--- config.mk ---
export PLATFORM = sky130hd
export DESIGN_NAME = cp0_reg
export DESIGN_NICKNAME = d
export VERILOG_FILES = /design/src/rtl/cp0_pkg.sv /design/src/rtl/cp0_timer.sv /design/src/rtl/cp0_reg.sv
export SDC_FILE = /design/constraint.sdc
export NUM_CORES = 1
export LEC_CHECK = 0
export BUFFER_PORTS_ARGS = -buffer_cell sky130_fd_sc_hd__buf_2
export CORE_MARGIN = 3
export CORE_UTILIZATION = 46
export CTS_BUF_LIST = sky130_fd_sc_hd__clkbuf_4
export DETAILED_ROUTE_END_ITERATION = 16
export PLACE_DENSITY = 0.77
export SYNTH_ARGS = -nofsm -noshare
export SYNTH_HDL_FRONTEND = slang
export SYNTH_HIERARCHICAL = 1
export SYNTH_SLANG_ARGS = --single-unit
--- constraint.sdc ---
create_clock -name clk -period 1.95 [get_ports clk]
set_clock_uncertainty 0.05 [all_clocks]
set_input_delay 0.0975 -clock clk [delete_from_list [all_inputs] [get_ports clk]]
set_output_delay 0.0975 -clock clk [all_outputs]
set_load 0.005 [all_outputs]
--- src/rtl/cp0_pkg.sv ---
// cp0_pkg
// Shared constants and helpers for the CP0 system-control register file.
// Holds the CP0 register numbers, the committed exception codes arriving
// from the MEM stage, the Status reset value and the software-writable mask
// for Cause. Also provides a classifier that turns a raw excepttype code
// into the kind of commit event it represents.
//
// Optional build macro used by the CP0 files: CP0_COUNT_HALFRATE_EN
// (Count advances once every two cycles when defined).
package cp0_pkg;

    // CP0 register numbers as seen by MFC0/MTC0
    localparam logic [4:0] CP0_BADVADDR = 5'd8;
    localparam logic [4:0] CP0_COUNT    = 5'd9;
    localparam logic [4:0] CP0_COMPARE  = 5'd11;
    localparam logic [4:0] CP0_STATUS   = 5'd12;
    localparam logic [4:0] CP0_CAUSE    = 5'd13;
    localparam logic [4:0] CP0_EPC      = 5'd14;
    localparam logic [4:0] CP0_PRID     = 5'd15;
    localparam logic [4:0] CP0_CONFIG   = 5'd16;

    // Committed exception codes; zero means no commit this cycle
    localparam logic [31:0] EXC_INT  = 32'h0000_0001;
    localparam logic [31:0] EXC_ADEL = 32'h0000_0004;
    localparam logic [31:0] EXC_ADES = 32'h0000_0005;
    localparam logic [31:0] EXC_SYS  = 32'h0000_0008;
    localparam logic [31:0] EXC_RI   = 32'h0000_000a;
    localparam logic [31:0] EXC_OV   = 32'h0000_000c;
    localparam logic [31:0] EXC_TRAP = 32'h0000_000d;
    localparam logic [31:0] EXC_ERET = 32'h0000_000e;

    // Status comes out of reset with BEV set
    localparam logic [31:0] STATUS_RST = 32'h0040_0000;

    // Cause bits software may change: IV(23), WP(22), IP[9:8]
    localparam logic [31:0] CAUSE_SW_MASK = 32'h00C0_0300;

    // Kind of commit event carried by excepttype
    typedef enum logic [1:0] {
        EV_NONE,
        EV_EXC,
        EV_ERET
    } cp0_event_e;

    // Unknown codes fall into EV_NONE so they are silently ignored
    function automatic cp0_event_e classify_exc(input logic [31:0] code);
        cp0_event_e ev;
        case (code)
            EXC_INT, EXC_ADEL, EXC_ADES, EXC_SYS,
            EXC_RI, EXC_OV, EXC_TRAP: ev = EV_EXC;
            EXC_ERET:                 ev = EV_ERET;
            default:                  ev = EV_NONE;
        endcase
        return ev;
    endfunction

endpackage

--- src/rtl/cp0_timer.sv ---
// cp0_timer
// Count/Compare timer of the CP0 register file.
// Count free-runs (wrapping at 2^32); a Compare match with a non-zero
// Compare raises a sticky timer interrupt that only a Compare write clears.
// With CP0_COUNT_HALFRATE_EN defined, a toggle flop lets Count advance only
// every second cycle.
//
// Ports:
//   clk            system clock
//   rst_n          asynchronous active-low reset
//   count_we_i     MTC0 write strobe for Count
//   compare_we_i   MTC0 write strobe for Compare
//   wdata_i        MTC0 write data
//   count_o        current Count
//   compare_o      current Compare
//   timer_int_o    registered timer interrupt request
module cp0_timer (
    input  logic        clk,
    input  logic        rst_n,
    input  logic        count_we_i,
    input  logic        compare_we_i,
    input  logic [31:0] wdata_i,
    output logic [31:0] count_o,
    output logic [31:0] compare_o,
    output logic        timer_int_o
);

    logic [31:0] count_q, count_d;
    logic [31:0] compare_q, compare_d;
    logic        timer_int_q, timer_int_d;

`ifdef CP0_COUNT_HALFRATE_EN
    logic        tog_q, tog_d;

    // Count only advances on cycles where the toggle is high; an MTC0 to
    // Count reloads it and restarts the half-rate phase.
    always_comb begin
        tog_d   = ~tog_q;
        count_d = tog_q ? count_q + 32'd1 : count_q;
        if (count_we_i) begin
            count_d = wdata_i;
            tog_d   = 1'b0;
        end
    end

    always_ff @(posedge clk or negedge rst_n) begin
        if (!rst_n) begin
            tog_q <= 1'b0;
        end else begin
            tog_q <= tog_d;
        end
    end
`else
    // Count advances every cycle unless software is loading it
    always_comb begin
        count_d = count_q + 32'd1;
        if (count_we_i) begin
            count_d = wdata_i;
        end
    end
`endif

    // The interrupt latches on a match of the current register values and
    // holds until software rewrites Compare; a Compare write always wins.
    always_comb begin
        compare_d   = compare_we_i ? wdata_i : compare_q;
        timer_int_d = timer_int_q;
        if ((compare_q != 32'd0) && (count_q == compare_q)) begin
            timer_int_d = 1'b1;
        end
        if (compare_we_i) begin
            timer_int_d = 1'b0;
        end
    end

    always_ff @(posedge clk or negedge rst_n) begin
        if (!rst_n) begin
            count_q     <= 32'd0;
            compare_q   <= 32'd0;
            timer_int_q <= 1'b0;
        end else begin
            count_q     <= count_d;
            compare_q   <= compare_d;
            timer_int_q <= timer_int_d;
        end
    end

    assign count_o     = count_q;
    assign compare_o   = compare_q;
    assign timer_int_o = timer_int_q;

endmodule

--- src/rtl/cp0_reg.sv ---
// cp0_reg
// CP0 system-control register file for the 5-stage MIPS pipeline.
// Serves the combinational MFC0 read port from EX, commits MTC0 writes from
// WB, and applies precise-exception / ERET commits from MEM. The
// Count/Compare timer lives in cp0_timer.
// Optional build macro: CP0_COUNT_HALFRATE_EN (half-rate Count, in cp0_timer).
//
// Ports:
//   clk, rst_n              clock, asynchronous active-low reset
//   we_i, waddr_i, wdata_i  MTC0 write port
//   raddr_i, rdata_o        MFC0 read port (combinational, no write bypass)
//   int_i                   level-sensitive hardware interrupt lines
//   excepttype_i            committed exception code (0 = none, 0xe = ERET)
//   current_inst_addr_i     PC of the excepting instruction
//   is_in_delayslot_i       excepting instruction is in a delay slot
//   badvaddr_i              faulting address for AdEL/AdES
//   count_o .. epc_o        live register values
//   timer_int_o             timer interrupt request
module cp0_reg
    import cp0_pkg::*;
#(
    parameter logic [31:0] PRID_VAL   = 32'h0001_8000,
    parameter logic [31:0] CONFIG_VAL = 32'h0000_8000
) (
    input  logic        clk,
    input  logic        rst_n,
    input  logic        we_i,
    input  logic [4:0]  waddr_i,
    input  logic [31:0] wdata_i,
    input  logic [4:0]  raddr_i,
    output logic [31:0] rdata_o,
    input  logic [5:0]  int_i,
    input  logic [31:0] excepttype_i,
    input  logic [31:0] current_inst_addr_i,
    input  logic        is_in_delayslot_i,
    input  logic [31:0] badvaddr_i,
    output logic [31:0] count_o,
    output logic [31:0] compare_o,
    output logic [31:0] status_o,
    output logic [31:0] cause_o,
    output logic [31:0] epc_o,
    output logic        timer_int_o
);

    logic [31:0] status_q, status_d;
    logic [31:0] cause_q, cause_d;
    logic [31:0] epc_q, epc_d;
    logic [31:0] badvaddr_q, badvaddr_d;
    logic [31:0] count_w, compare_w;
    logic        timer_int_w;
    logic        count_we, compare_we;
    cp0_event_e  ev;

    assign count_we   = we_i && (waddr_i == CP0_COUNT);
    assign compare_we = we_i && (waddr_i == CP0_COMPARE);
    assign ev         = classify_exc(excepttype_i);

    cp0_timer u_timer (
        .clk          (clk),
        .rst_n        (rst_n),
        .count_we_i   (count_we),
        .compare_we_i (compare_we),
        .wdata_i      (wdata_i),
        .count_o      (count_w),
        .compare_o    (compare_w),
        .timer_int_o  (timer_int_w)
    );

    // Next-state for Status/Cause/EPC/BadVAddr. The MTC0 is applied first
    // and the exception commit layered on top, so the exception wins on
    // EXL, ExcCode, BD and EPC. The EXL test sees the post-MTC0 Status.
    always_comb begin
        status_d   = status_q;
        cause_d    = cause_q;
        epc_d      = epc_q;
        badvaddr_d = badvaddr_q;

        if (we_i) begin
            case (waddr_i)
                CP0_STATUS: status_d = wdata_i;
                CP0_CAUSE:  cause_d  = (cause_q & ~CAUSE_SW_MASK) | (wdata_i & CAUSE_SW_MASK);
                CP0_EPC:    epc_d    = wdata_i;
                default:    ;
            endcase
        end

        // Hardware IP bits track the pins; IP7 also carries the timer
        cause_d[15:10] = {int_i[5] | timer_int_w, int_i[4:0]};

        case (ev)
            EV_EXC: begin
                if (!status_d[1]) begin
                    epc_d      = is_in_delayslot_i ? current_inst_addr_i - 32'd4
                                                   : current_inst_addr_i;
                    cause_d[31] = is_in_delayslot_i;
                end
                status_d[1]  = 1'b1;
                cause_d[6:2] = excepttype_i[4:0];
                if ((excepttype_i == EXC_ADEL) || (excepttype_i == EXC_ADES)) begin
                    badvaddr_d = badvaddr_i;
                end
            end
            EV_ERET: status_d[1] = 1'b0;
            default: ;
        endcase
    end

    always_ff @(posedge clk or negedge rst_n) begin
        if (!rst_n) begin
            status_q   <= STATUS_RST;
            cause_q    <= 32'd0;
            epc_q      <= 32'd0;
            badvaddr_q <= 32'd0;
        end else begin
            status_q   <= status_d;
            cause_q    <= cause_d;
            epc_q      <= epc_d;
            badvaddr_q <= badvaddr_d;
        end
    end

    // MFC0 read mux; EX forwards in-flight MTC0 data itself
    always_comb begin
        rdata_o = 32'd0;
        case (raddr_i)
            CP0_BADVADDR: rdata_o = badvaddr_q;
            CP0_COUNT:    rdata_o = count_w;
            CP0_COMPARE:  rdata_o = compare_w;
            CP0_STATUS:   rdata_o = status_q;
            CP0_CAUSE:    rdata_o = cause_q;
            CP0_EPC:      rdata_o = epc_q;
            CP0_PRID:     rdata_o = PRID_VAL;
            CP0_CONFIG:   rdata_o = CONFIG_VAL;
            default:      rdata_o = 32'd0;
        endcase
    end

    assign count_o     = count_w;
    assign compare_o   = compare_w;
    assign status_o    = status_q;
    assign cause_o     = cause_q;
    assign epc_o       = epc_q;
    assign timer_int_o = timer_int_w;

endmodule

# Yosys cells after proc, flatten, opt, wreduce, memory -nomap -nowiden
# Memory sizes are Yosys's and may differ from the RTL's.
# Cells that the tools add are included.
totals:
  ff_bits: 193
  romBits: 32
  word_cells: 64
  memories: 1
memory_table:
  columns: ["memory", "words", "word_bits", "rd", "rd_clocked_by_memory_dff", "write_ports", "line_no", "text"]
  rows:
  - ["(no name shown)", 16, 2, 1, 0, 0, "cp0_pkg.sv:48", "case (code)"]
op_classes:
  addsub: 2
  n_eq_ne: 18
  mux: 18
  n_bitwise: 2
  reduce_logical: 13
ops:
  columns: ["operator", "count"]
  rows:
  - ["$mux 32", 8]
  - ["$pmux 32 s8", 1]
  - ["$eq 32x3->1 const B", 2]
  - ["$eq 5x4->1 const B", 12]
  - ["$add 32x1->32 const B", 1]
  - ["$eq 32x32->1", 1]
  - ["$or 32x24->32", 1]
  - ["$reduce_bool 32->1", 1]
  - ["$sub 32x3->32 const B", 1]
  - ["$logic_not 28->1", 1]
  - ["$reduce_and 2->1", 4]
  - ["$mux 2", 3]
  - ["$reduce_bool 2->1", 3]
  - ["$eq 5x5->1 const B", 1]
  - ["$mux 5", 1]
  - ["$mux 1", 4]
  - ["$logic_and 1x1->1", 3]
  - ["$eq 2x1->1 const B", 1]
  - ["$eq 2x2->1 const B", 1]
  - ["$pmux 1 s2", 1]
  - ["$logic_or 1x1->1", 1]
  - ["$or 1x1->1", 1]

# Longest topological paths before layout
# Gate-level depths: netlist of run 1.
depth:
  depth_word: 5
  ltp_mapped: 11

# Hierarchy
# Netlist of run 1, hierarchy kept.
by_module_without_submodules:
  columns: ["mod", "n_inst", "cells_each", "area_per_inst_um2", "seq_area_each_um2"]
  rows:
  - ["cp0_reg", 1, 586, 6236.0, 2803.9]
  - ["cp0_timer", 1, 340, 3525.9, 1626.6]

# Least setup slack after synthesis of run 1
# Ideal clock, no wire load.
synth_path:
  path_type: "input port to flip-flop"
  start: "input port excepttype_i[6]"
  end: "register badvaddr_q[10]"
  setup_ns: 0.125
  arrival_ns: 2.081
  path_slack_ns: -0.306
  cell_stages: 10
  n_path_buf: 3
  cell_sequence: "nor4_1 -> nand4_1 -> nor2_1 -> and2_1 -> ha_1 -> clkbuf_1 -> and4_1 -> clkbuf_1 -> buf_2 -> mux2_2"
synth_via:
  elab_chain_cells: 4
  word_cells_on_any_way: 7
  classes_between: "3 x eq/ne; 1 x mux; 3 x reduce/logical"
synth_lines:
  columns: ["item", "line_no", "text"]
  rows:
  - ["start, declared", "cp0_reg.sv:33", "input logic [31:0] excepttype_i,"]
  - ["$logic_not 28->1", "cp0_pkg.sv:48", null]
  - ["$mux 2", "cp0_pkg.sv:48", null]
  - ["$eq 2x1->1", "cp0_reg.sv:90", "case (ev)"]
  - ["$reduce_and 2->1 (no line) (*)", null, null]
  - ["end signal, assigned", "cp0_reg.sv:118", "badvaddr_q <= badvaddr_d;"]
  - ["end, declared", "cp0_reg.sv:48", "logic [31:0] badvaddr_q, badvaddr_d;"]
# Mark *: on every way between the ends. The rest lies on a longest branch, timed or not.
# A chain may end at the register's enable or synchronous reset.

# Worst setup path in the final report of run 1
layout_path:
  start: "register u_timer.compare_q[26], in the netlist u_timer/compare_o[26]"
  end: "output port rdata_o[26]"
layout_via:
  elab_chain_cells: 1
layout_lines:
  columns: ["item", "line_no", "text"]
  rows:
  - ["start, declared", "cp0_timer.sv:29", "logic [31:0] compare_q, compare_d;"]
  - ["start signal, assigned", "cp0_timer.sv:83", "compare_q <= compare_d;"]
  - ["$pmux 32 s8", "cp0_reg.sv:125", "case (raddr_i)"]
  - ["end, declared", "cp0_reg.sv:31", "output logic [31:0] rdata_o,"]
# Every way passes these cells.

==> impl_metrics.ini, run 1 <==
[synth]
synth-xor-area-share_pct = 6.28
yosysSeqAreaShare_pct = 45.4
synth-async-reset-ratio_pct = 100
yosysTopAreaCellShare_pct = 45.1
synthMuxAreaShare_pct = 15.8
synth_seq_cells = 177
yosysTopAreaCell = dfrtp_1
ys_top_cells_by_count = dfrtp_1, mux2_2, nand2_1
synthCells = 926
synth_area_leaders = dfrtp_1, mux2_2, a22oi_1, xor2_1, nand2_1
synth_area_per_cell_um2 = 10.5
synth_edf_count = 0
synthSimpleGateAreaFrac_pct = 15.5
ys.flop_type = dfrtp_1
synth_compound_area_share_pct = 12.3
synth_top_family_by_area = multiplexers
synth_cell_types = 62
synth_warnings = 6
synthAdderAreaFrac_pct = 0.385
synth_most_common_cell = dfrtp_1
syn-cell-area_um2 = 9760

[power_and_ir_drop]
p_per_area_nw_per_um2 = 805
leakage_uw = 0.00665
ir_worst_vdd_uv = 378

[clock_network]
path_clk_slew_ns = 0.15
h-tree-depth = 4
clock_sinks = 177
clock_latency_ns = 0.60
cts_tree = done
clock_path_buffers = 2
cts_buffers = 17
cts_root_buffer = clkbuf_4

[floorplan]
num_rows = 52
start_util_pct = 47.5
die_x_um = 152
ios = 341
dieArea_um2 = 23000
die_h_um = 152
core-area_um2 = 20600

[finish]
nets = 1590
final_core_util_pct = 69.1
n_fill_cell = 1558
layout-drive-gt1-share_pct = 44.6
synthToLayoutAreaGrowth_pct = 45.6

[critical_path]
critPathLaunchType = flip-flop
path_cells = a222oi_1 > nand2_1 > buf_2
cpPeakStageDelay_ns = 0.64
crit_type = flip-flop to primary output
cpMaxStageDelayCell = a222oi_1
crit_required_ns = 1.80
end_kind = primary output
path_max_fanout = 4
critPathArrivalTime_ns = 1.95

[global_route]
grt_max_degree = 60
grt_pass1_vias = 9650
grt_remaining_overflow = 0
antenna_found_initial = 4
grt.total_usage_pct = 33.3
grt_pass1_wl_mm = 57.1

[routing]
via_per_inst = 6.01
drt_drc_violations_left = 0
routed_wl_mm = 40.6
wl_per_cell_um = 23.5
first_iter_violations = 1455
antenna_left = 0
firstDrtPassIters = 7
num_vias = 10400

[sta]
hold_viol = 0
finalCritPeriodShare_pct = 108
tns_ns = -0.275
hold_ws_ns = 0.0395
drv_slew = 0
fin_ws_ns = -0.152
slew-limit-headroom_pct = 56.1
worst_slew_pin_slew_ns = 0.659
finalSetupViolCount = 5
fin_crit_ns = 2.10
max_freq_mhz = 476
rsz0062_at_grt = yes

[placed_design]
preCtsSetupSlack_ns = -0.226
dp_hpwl_mm = 28.5
io_buffers = 324
place.gp.congestion = 0.974

[run_status]
violations = setup timing
status = finished, violations left

[hold_path]
hold_class = input pin to flip-flop

[run]
maxCapViolations = 0
## final timing paths
| check | slack, ns | cells after the start | startpoint | endpoint |
|---|---|---|---|---|
| min | 0.04 | 4 | waddr_i[2] | u_timer/timer_int_o$_DFFE_PN0P_ |
| min in group asynchronous | 0.53 | 3 | rst_n | status_o[22]$_DFFE_PN1P_ |
| max | -0.15 | 3 | u_timer/compare_o[26]$_DFFE_PN0P_ | rdata_o[26] |
| max reg2reg | 0.01 | 4 | u_timer/count_o[5]$_DFF_PN0_ | u_timer/count_o[22]$_DFF_PN0_ |
| min reg2reg | 0.49 | 1 | badvaddr_q[13]$_DFFE_PN0P_ | badvaddr_q[13]$_DFFE_PN0P_ |
| max in group asynchronous | 0.94 | 4 | rst_n | u_timer/count_o[0]$_DFF_PN0_ |
## area by class of cell
class                           instances  area, um^2  area share (%)
Inverter                               12        45.0           0.317
Clock inverter                         13         126           0.889
Multi-Input combinational cell        680        5240            36.9
Sequential cell                       177        4450            31.3
Timing Repair Buffer                  551        3860            27.2
Tap cell                              270         338            2.38
Clock buffer                           19         143            1.00
Antenna cell                            3        7.51          0.0528
## per-layer routing
layer | up-vias | GRT usage, % | wire, um
met2 | 706 | 51.4 | 18600
met4 | 4 | 14.1 | 1890
met5 | - | 0 | 21
met3 | 157 | 10.2 | 4470
met1 | 5020 | 43.5 | 15600
li1 | 4473 | - | -
## worst max-delay path: cells and delay by family (launching register included)
kind / cells / cell delay, ns
DFF: 1 / 0.47
and+or+nand+nor: 1 / 0.10
buffers and inverters: 1 / 0.15
AOI/OAI and AO/OA: 1 / 0.64
## per-stage QoR
step           total power, uW  instance area, um^2  std cells
6_report                 11400                14200       1725
5_1_grt                  11900                14200       1724
4_1_cts                  10900                13800       1692
3_5_place_dp              8580                12100       1526
3_3_place_gp              8480                12100       1526
2_1_floorplan             6530                 9890        941
## registers in the layout, summed over array words and instances (netlist names)
name                 count
badvaddr_q              32
u_timer/count_o         32
u_timer/compare_o       32
status_o                32
u_timer/timer_int_o      1
epc_o                   32
cause_o                 16
## kinds of logic (layout without fill, tap and decap cells)
logic type                 Yosys count  in the layout
DFF                                177            177
and+or+nand+nor                    277            279
xor gates and xnor gates            70             70
buffers and inverters               86            595
adders and majority gates            3              3
other                                1             19
muxes                              138            138
AOI/OAI and AO/OA                  174            174
## cell usage in the layout, fill, tap and decap left out, types with 18 or more instances in the layout
| cell | count |
|---|---|
| a22oi_1 | 53 |
| a31oi_1 | 19 |
| buf_2 | 320 |
| buf_4 | 81 |
| clkbuf_4 | 19 |
| dfrtp_1 | 163 |
| dlygate4sd3_1 | 127 |
| mux2_2 | 126 |
| nand2_1 | 66 |
| nand3_1 | 27 |
| nand4_1 | 18 |
| nor2_1 | 44 |
| nor4_1 | 20 |
| o21ai_0 | 32 |
| xnor2_1 | 28 |
| xor2_1 | 42 |
## where the power goes
part           leakage, uW  internal (uW)  switching [uW]  total [uW]
sequential         0.00223           4320             746        5070
clock             0.000149            685            1400        2090
combinational      0.00427           2110            2180        4290
## what timing repair did
action,in CTS,in global routing
endpoints found under the hold margin,353,0
hold buffers,128,0
resized for setup,11,47
pin swaps,14,20
setup endpoints to repair,14,43
buffers inserted,8,29
gates cloned,0,2
Note: power is estimated with default switching activity, not from simulation.
==> inputs of run 2 (changes only) <==
- MAX_ROUTING_LAYER: unset -> met4
==> impl_metrics.ini, run 2 (synthesized netlist as in run 1, its figures left out) <==
[routing]
first_iter_violations = 1255
drt_drc_violations_left = 0
firstDrtPassIters = 9
antenna_left = 0
via_per_inst = 5.92
wl_per_cell_um = 22.9
routed_wl_mm = 39.1
num_vias = 10100

[finish]
nets = 1570
most-common-layout-cells = buf_2, dfrtp_1, mux2_2
layout_commonest_cell = buf_2
layout-drive-gt1-share_pct = 44.3
fin_area_um2 = 14000
final_cells = 1706
final_core_util_pct = 68.3
synthToLayoutAreaGrowth_pct = 43.8
n_fill_cell = 1554
regArea_um2 = 4450
multi_input_area_um2 = 5230

[sta]
finalCritPeriodShare_pct = 101
finalSetupViolCount = 3
slew-limit-headroom_pct = 63.9
max_freq_mhz = 510
drv_slew = 0
hold_viol = 0
hold_ws_ns = 0.0349
tns_ns = -0.0137
rsz0062_at_grt = yes
fin_ws_ns = -0.0100
fin_crit_ns = 1.96
worst_slew_pin_slew_ns = 0.542

[floorplan]
ios = 341
die_x_um = 152
die_h_um = 152
core-area_um2 = 20600
dieArea_um2 = 23000
num_rows = 52
start_util_pct = 47.5

[clock_network]
clock_latency_ns = 0.57
cts_root_buffer = clkbuf_4
clock_sinks = 177
path_clk_slew_ns = 0.15
cts_tree = done
cts_buffers = 17
clock_path_buffers = 2
h-tree-depth = 4

[critical_path]
r2r_cells = 4
end_kind = primary output
r2r_end = u_timer/count_o[30]$_DFF_PN0_
r2r-start = u_timer/count_o[3]$_DFF_PN0_
critPathArrivalTime_ns = 1.81
critPathLaunchType = flip-flop
ff2ff_setup_slack_ns = 0.03
path_max_fanout = 2
crit_required_ns = 1.80
crit_type = flip-flop to primary output

[power_and_ir_drop]
p_per_area_nw_per_um2 = 802
leakage_uw = 0.00655
seqPwrFrac_pct = 44.8
pwr-share-comb_pct = 35.7
ir_worst_vdd_uv = 361
p_int_uw = 7170
p_sw_uw = 4080
clkPwrFrac_pct = 19.4
switching_share_pct = 36.3

[global_route]
antenna_found_initial = 6
grt_remaining_overflow = 0
grt_pass1_wl_mm = 56.1
grt_max_degree = 48
grt.total_usage_pct = 33.4
grt_pass1_vias = 9530

[hold_path]
hold_end = epc_o[16]$_DFF_PN0_
hold_class = input pin to flip-flop
worstHoldStart = current_inst_addr_i[6]
holdPathStages = 6

[placed_design]
place.gp.congestion = 1.00
io_buffers = 324
placed_area_um2 = 12200
dp_hpwl_mm = 28.6
dp_cells = 1530

[run_status]
violations = setup timing
status = finished, violations left

[run]
maxCapViolations = 0
-- run 2: cell types whose count changed in the layout (fill, tap and decap cells not counted), sizes merged, moves of 2 or more --
cell and change:
diode +3, buf -11, clkinv -2, bufinv +2, dlygate4sd3 -10, inv -4
-- run 2: worst max-delay path by stage --
stage / startpoint / end / depth (start not counted)
6_report: cause_o[15]$_DFF_PN0_ / rdata_o[15] / 5
5_1_grt: status_o[15]$_DFFE_PN0P_ / rdata_o[15] / 5
4_1_cts: badvaddr_q[0]$_DFFE_PN0P_ / rdata_o[0] / 4
2_1_floorplan: excepttype_i[6] / badvaddr_q[10]$_DFFE_PN0P_ / 10
3_5_place_dp: excepttype_i[19] / epc_o[22]$_DFF_PN0_ / 10
3_3_place_gp: excepttype_i[6] / badvaddr_q[18]$_DFFE_PN0P_ / 9
-- run 2: stage by stage --
| step | total power, uW | worst slack (ns) |
|---|---|---|
| floorplan | 6530 | 0.00949 |
| global placement | 8490 | -0.198 |
| detailed placement | 8590 | -0.234 |
| CTS | 11000 | -0.0866 |
| global route | 11800 | -0.102 |
| finish | 11300 | -0.0100 |
-- run 2: cell type report --
cell class | instances | share of cell area (%)
flip-flops and latches | 177 | 31.7
repair buffers | 531 | 26.2
multi-input cells | 680 | 37.3
clock buffers | 20 | 1.07
diodes | 6 | 0.107
well taps | 270 | 2.41
inverters | 12 | 0.321
clock inverters | 10 | 0.971
-- run 2: metal layers --
metal / global-route usage (%) / routed length [um] / vias to the layer above
met5: - / 0 / -
met4: 12.5 / 1540 / 0
met3: 8.00 / 4440 / 106
met2: 50.4 / 18100 / 683
met1: 44.2 / 15000 / 4883
li1: - / - / 4429
-- run 2: worst max-delay path: stages (launching register included) --
cell and delay (ns):
dfrtp_1 0.44, o21ai_1 0.16, a21oi_2 0.08, a221oi_2 0.25, nand2_1 0.15, buf_2 0.16
-- run 2: power by group through the flow --
stage	Combinational, uW	Sequential [uW]	Clock [uW]
after detailed placement	3500	5090	0
after CTS	3850	4990	2200
final	4020	5040	2190
after global routing	4290	5120	2350
after global placement	3420	5060	0
after floorplan	1420	5120	0
-- run 2: what timing repair did --
action	in CTS	in global routing
pin swaps	11	21
setup endpoints to repair	9	45
gates cloned	0	2
setup buffers	12	11
gates resized for setup	15	40
endpoints found under the hold margin	352	0
hold buffers	120	0
==> inputs of run 3 (changes only) <==
- BUFFER_PORTS_ARGS: -buffer_cell sky130_fd_sc_hd__buf_2 -> -buffer_cell sky130_fd_sc_hd__clkbuf_2
- HOLD_SLACK_MARGIN: unset -> 0.02
- PLACE_DENSITY: 0.77 -> 0.83
==> impl_metrics.ini, run 3 (synthesized netlist as in run 1, its figures left out) <==
[run_status]
status = finished, violations left
violations = setup timing

[routing]
antenna_left = 0
drt_drc_violations_left = 0
firstDrtPassIters = 6
wl_per_cell_um = 22.8
num_vias = 10300
routed_wl_mm = 39.7
first_iter_violations = 1245
via_per_inst = 5.93

[sta]
finalSetupViolCount = 5
hold_viol = 0
fin_crit_ns = 2.11
max_freq_mhz = 473
hold_ws_ns = 0.0373
finalCritPeriodShare_pct = 108
drv_slew = 0
rsz0062_at_grt = yes
worst_slew_pin_slew_ns = 0.568
slew-limit-headroom_pct = 62.1
tns_ns = -0.240
fin_ws_ns = -0.164

[critical_path]
r2r-start = u_timer/count_o[4]$_DFF_PN0_
path_max_fanout = 2
critPathArrivalTime_ns = 1.97
r2r_end = u_timer/count_o[22]$_DFF_PN0_
end_kind = primary output
crit_required_ns = 1.80
ff2ff_setup_slack_ns = -0.01
critPathLaunchType = flip-flop
crit_type = flip-flop to primary output
r2r_cells = 5

[power_and_ir_drop]
switching_share_pct = 37.1
leakage_uw = 0.00672
p_int_uw = 7240
clkPwrFrac_pct = 18.4
seqPwrFrac_pct = 44.3
ir_worst_vdd_uv = 413
p_sw_uw = 4270
p_per_area_nw_per_um2 = 801
pwr-share-comb_pct = 37.3
total_power_uw = 11500

[floorplan]
core-area_um2 = 20600
num_rows = 52
ios = 341
die_x_um = 152
die_h_um = 152
dieArea_um2 = 23000
start_util_pct = 47.5

[placed_design]
io_buffers = 324
place.gp.congestion = 0.995
dp_cells = 1542
dp_hpwl_mm = 28.5
placed_area_um2 = 12300

[clock_network]
cts_root_buffer = clkbuf_4
clock_path_buffers = 2
path_clk_slew_ns = 0.15
cts_tree = done
clock_latency_ns = 0.59
clock_sinks = 177
cts_buffers = 17
h-tree-depth = 4

[finish]
layout_commonest_cell = clkbuf_2
final_cells = 1743
fin_area_um2 = 14400
most-common-layout-cells = clkbuf_2, dfrtp_1, dlygate4sd3_1
layout-drive-gt1-share_pct = 45.2
n_fill_cell = 1516
synthToLayoutAreaGrowth_pct = 47.1
nets = 1609

[hold_path]
hold_end = status_o[1]$_DFF_PN0_
worstHoldStart = excepttype_i[22]
hold_class = input pin to flip-flop
holdPathStages = 7

[global_route]
grt_remaining_overflow = 0
grt.total_usage_pct = 34.0
grt_pass1_wl_mm = 57.0
grt_max_degree = 53
antenna_found_initial = 2
grt_pass1_vias = 9796

[run]
maxCapViolations = 0
run 3: changes by cell type in the layout (fill, tap and decap cells not counted), sizes merged:
| cell | delta |
|---|---|
| bufinv | -1 |
| inv | +1 |
| dlygate4sd3 | +13 |
| diode | -4 |
| clkbuf | +320 |
| buf | -295 |
| clkinv | +4 |
| dlymetal6s4s | -1 |
run 3: metal layers:
metal / wire, um / vias to the layer above / track usage, %
met5: 0 / - / -
met4: 1730 / 0 / 13.4
met3: 4510 / 135 / 7.73
li1: - / 4529 / -
met1: 15300 / 4970 / 45.2
met2: 18100 / 698 / 50.7
run 3: power by group through the flow:
stage          Clock (uW)  Sequential [uW]  Combinational (uW)
4_1_cts              2150             5060                3870
3_3_place_gp            0             5120                3410
3_5_place_dp            0             5130                3500
2_1_floorplan           0             5120                1420
5_1_grt              2320             5160                4550
6_report             2120             5090                4290
run 3: what timing repair did:
| item | 4_1_cts | 5_1_grt |
|---|---|---|
| gates resized for setup | 13 | 40 |
| hold endpoints to repair | 354 | 2 |
| cloned | 0 | 3 |
| endpoints found under the setup margin | 10 | 40 |
| pin swaps | 10 | 27 |
| buffers inserted | 14 | 23 |
| hold buffers | 132 | 2 |
run 3: worst max path at each step:
stage	endpoint	cells after the start	slack, ns	startpoint
after floorplan	badvaddr_q[10]$_DFFE_PN0P_	10	0.009	excepttype_i[6]
after global placement	epc_o[26]$_DFF_PN0_	10	-0.13	excepttype_i[13]
after detailed placement	epc_o[24]$_DFF_PN0_	10	-0.19	excepttype_i[17]
after CTS	rdata_o[0]	4	-0.09	u_timer/compare_o[0]$_DFFE_PN0P_
after global routing	rdata_o[0]	5	-0.28	u_timer/count_o[0]$_DFF_PN0_
final	rdata_o[0]	4	-0.16	u_timer/compare_o[0]$_DFFE_PN0P_
run 3: through the flow:
stage	util, %	worst slack [ns]
finish	69.9	-0.164
global route	69.9	-0.285
CTS	68.0	-0.0900
detailed placement	59.6	-0.189
global placement	59.6	-0.127
floorplan	-	0.00949
run 3: worst max-delay path, cell delays in order (launching register included):
cell and delay (ns):
dfrtp_2 0.45, a222oi_1 0.54, buf_4 0.22, nand2_2 0.05
clkbuf_2 0.11
run 3: area by class of cell:
class	instances	area [um^2]	share of cell area, %
well taps	270	338	2.35
diodes	2	5.00	0.0348
clock inverters	14	140	0.976
flip-flops and latches	177	4450	31.0
multi-input cells	680	5240	36.5
inverters	12	45.0	0.314
clock buffers	18	135	0.941
repair buffers	570	4010	27.9
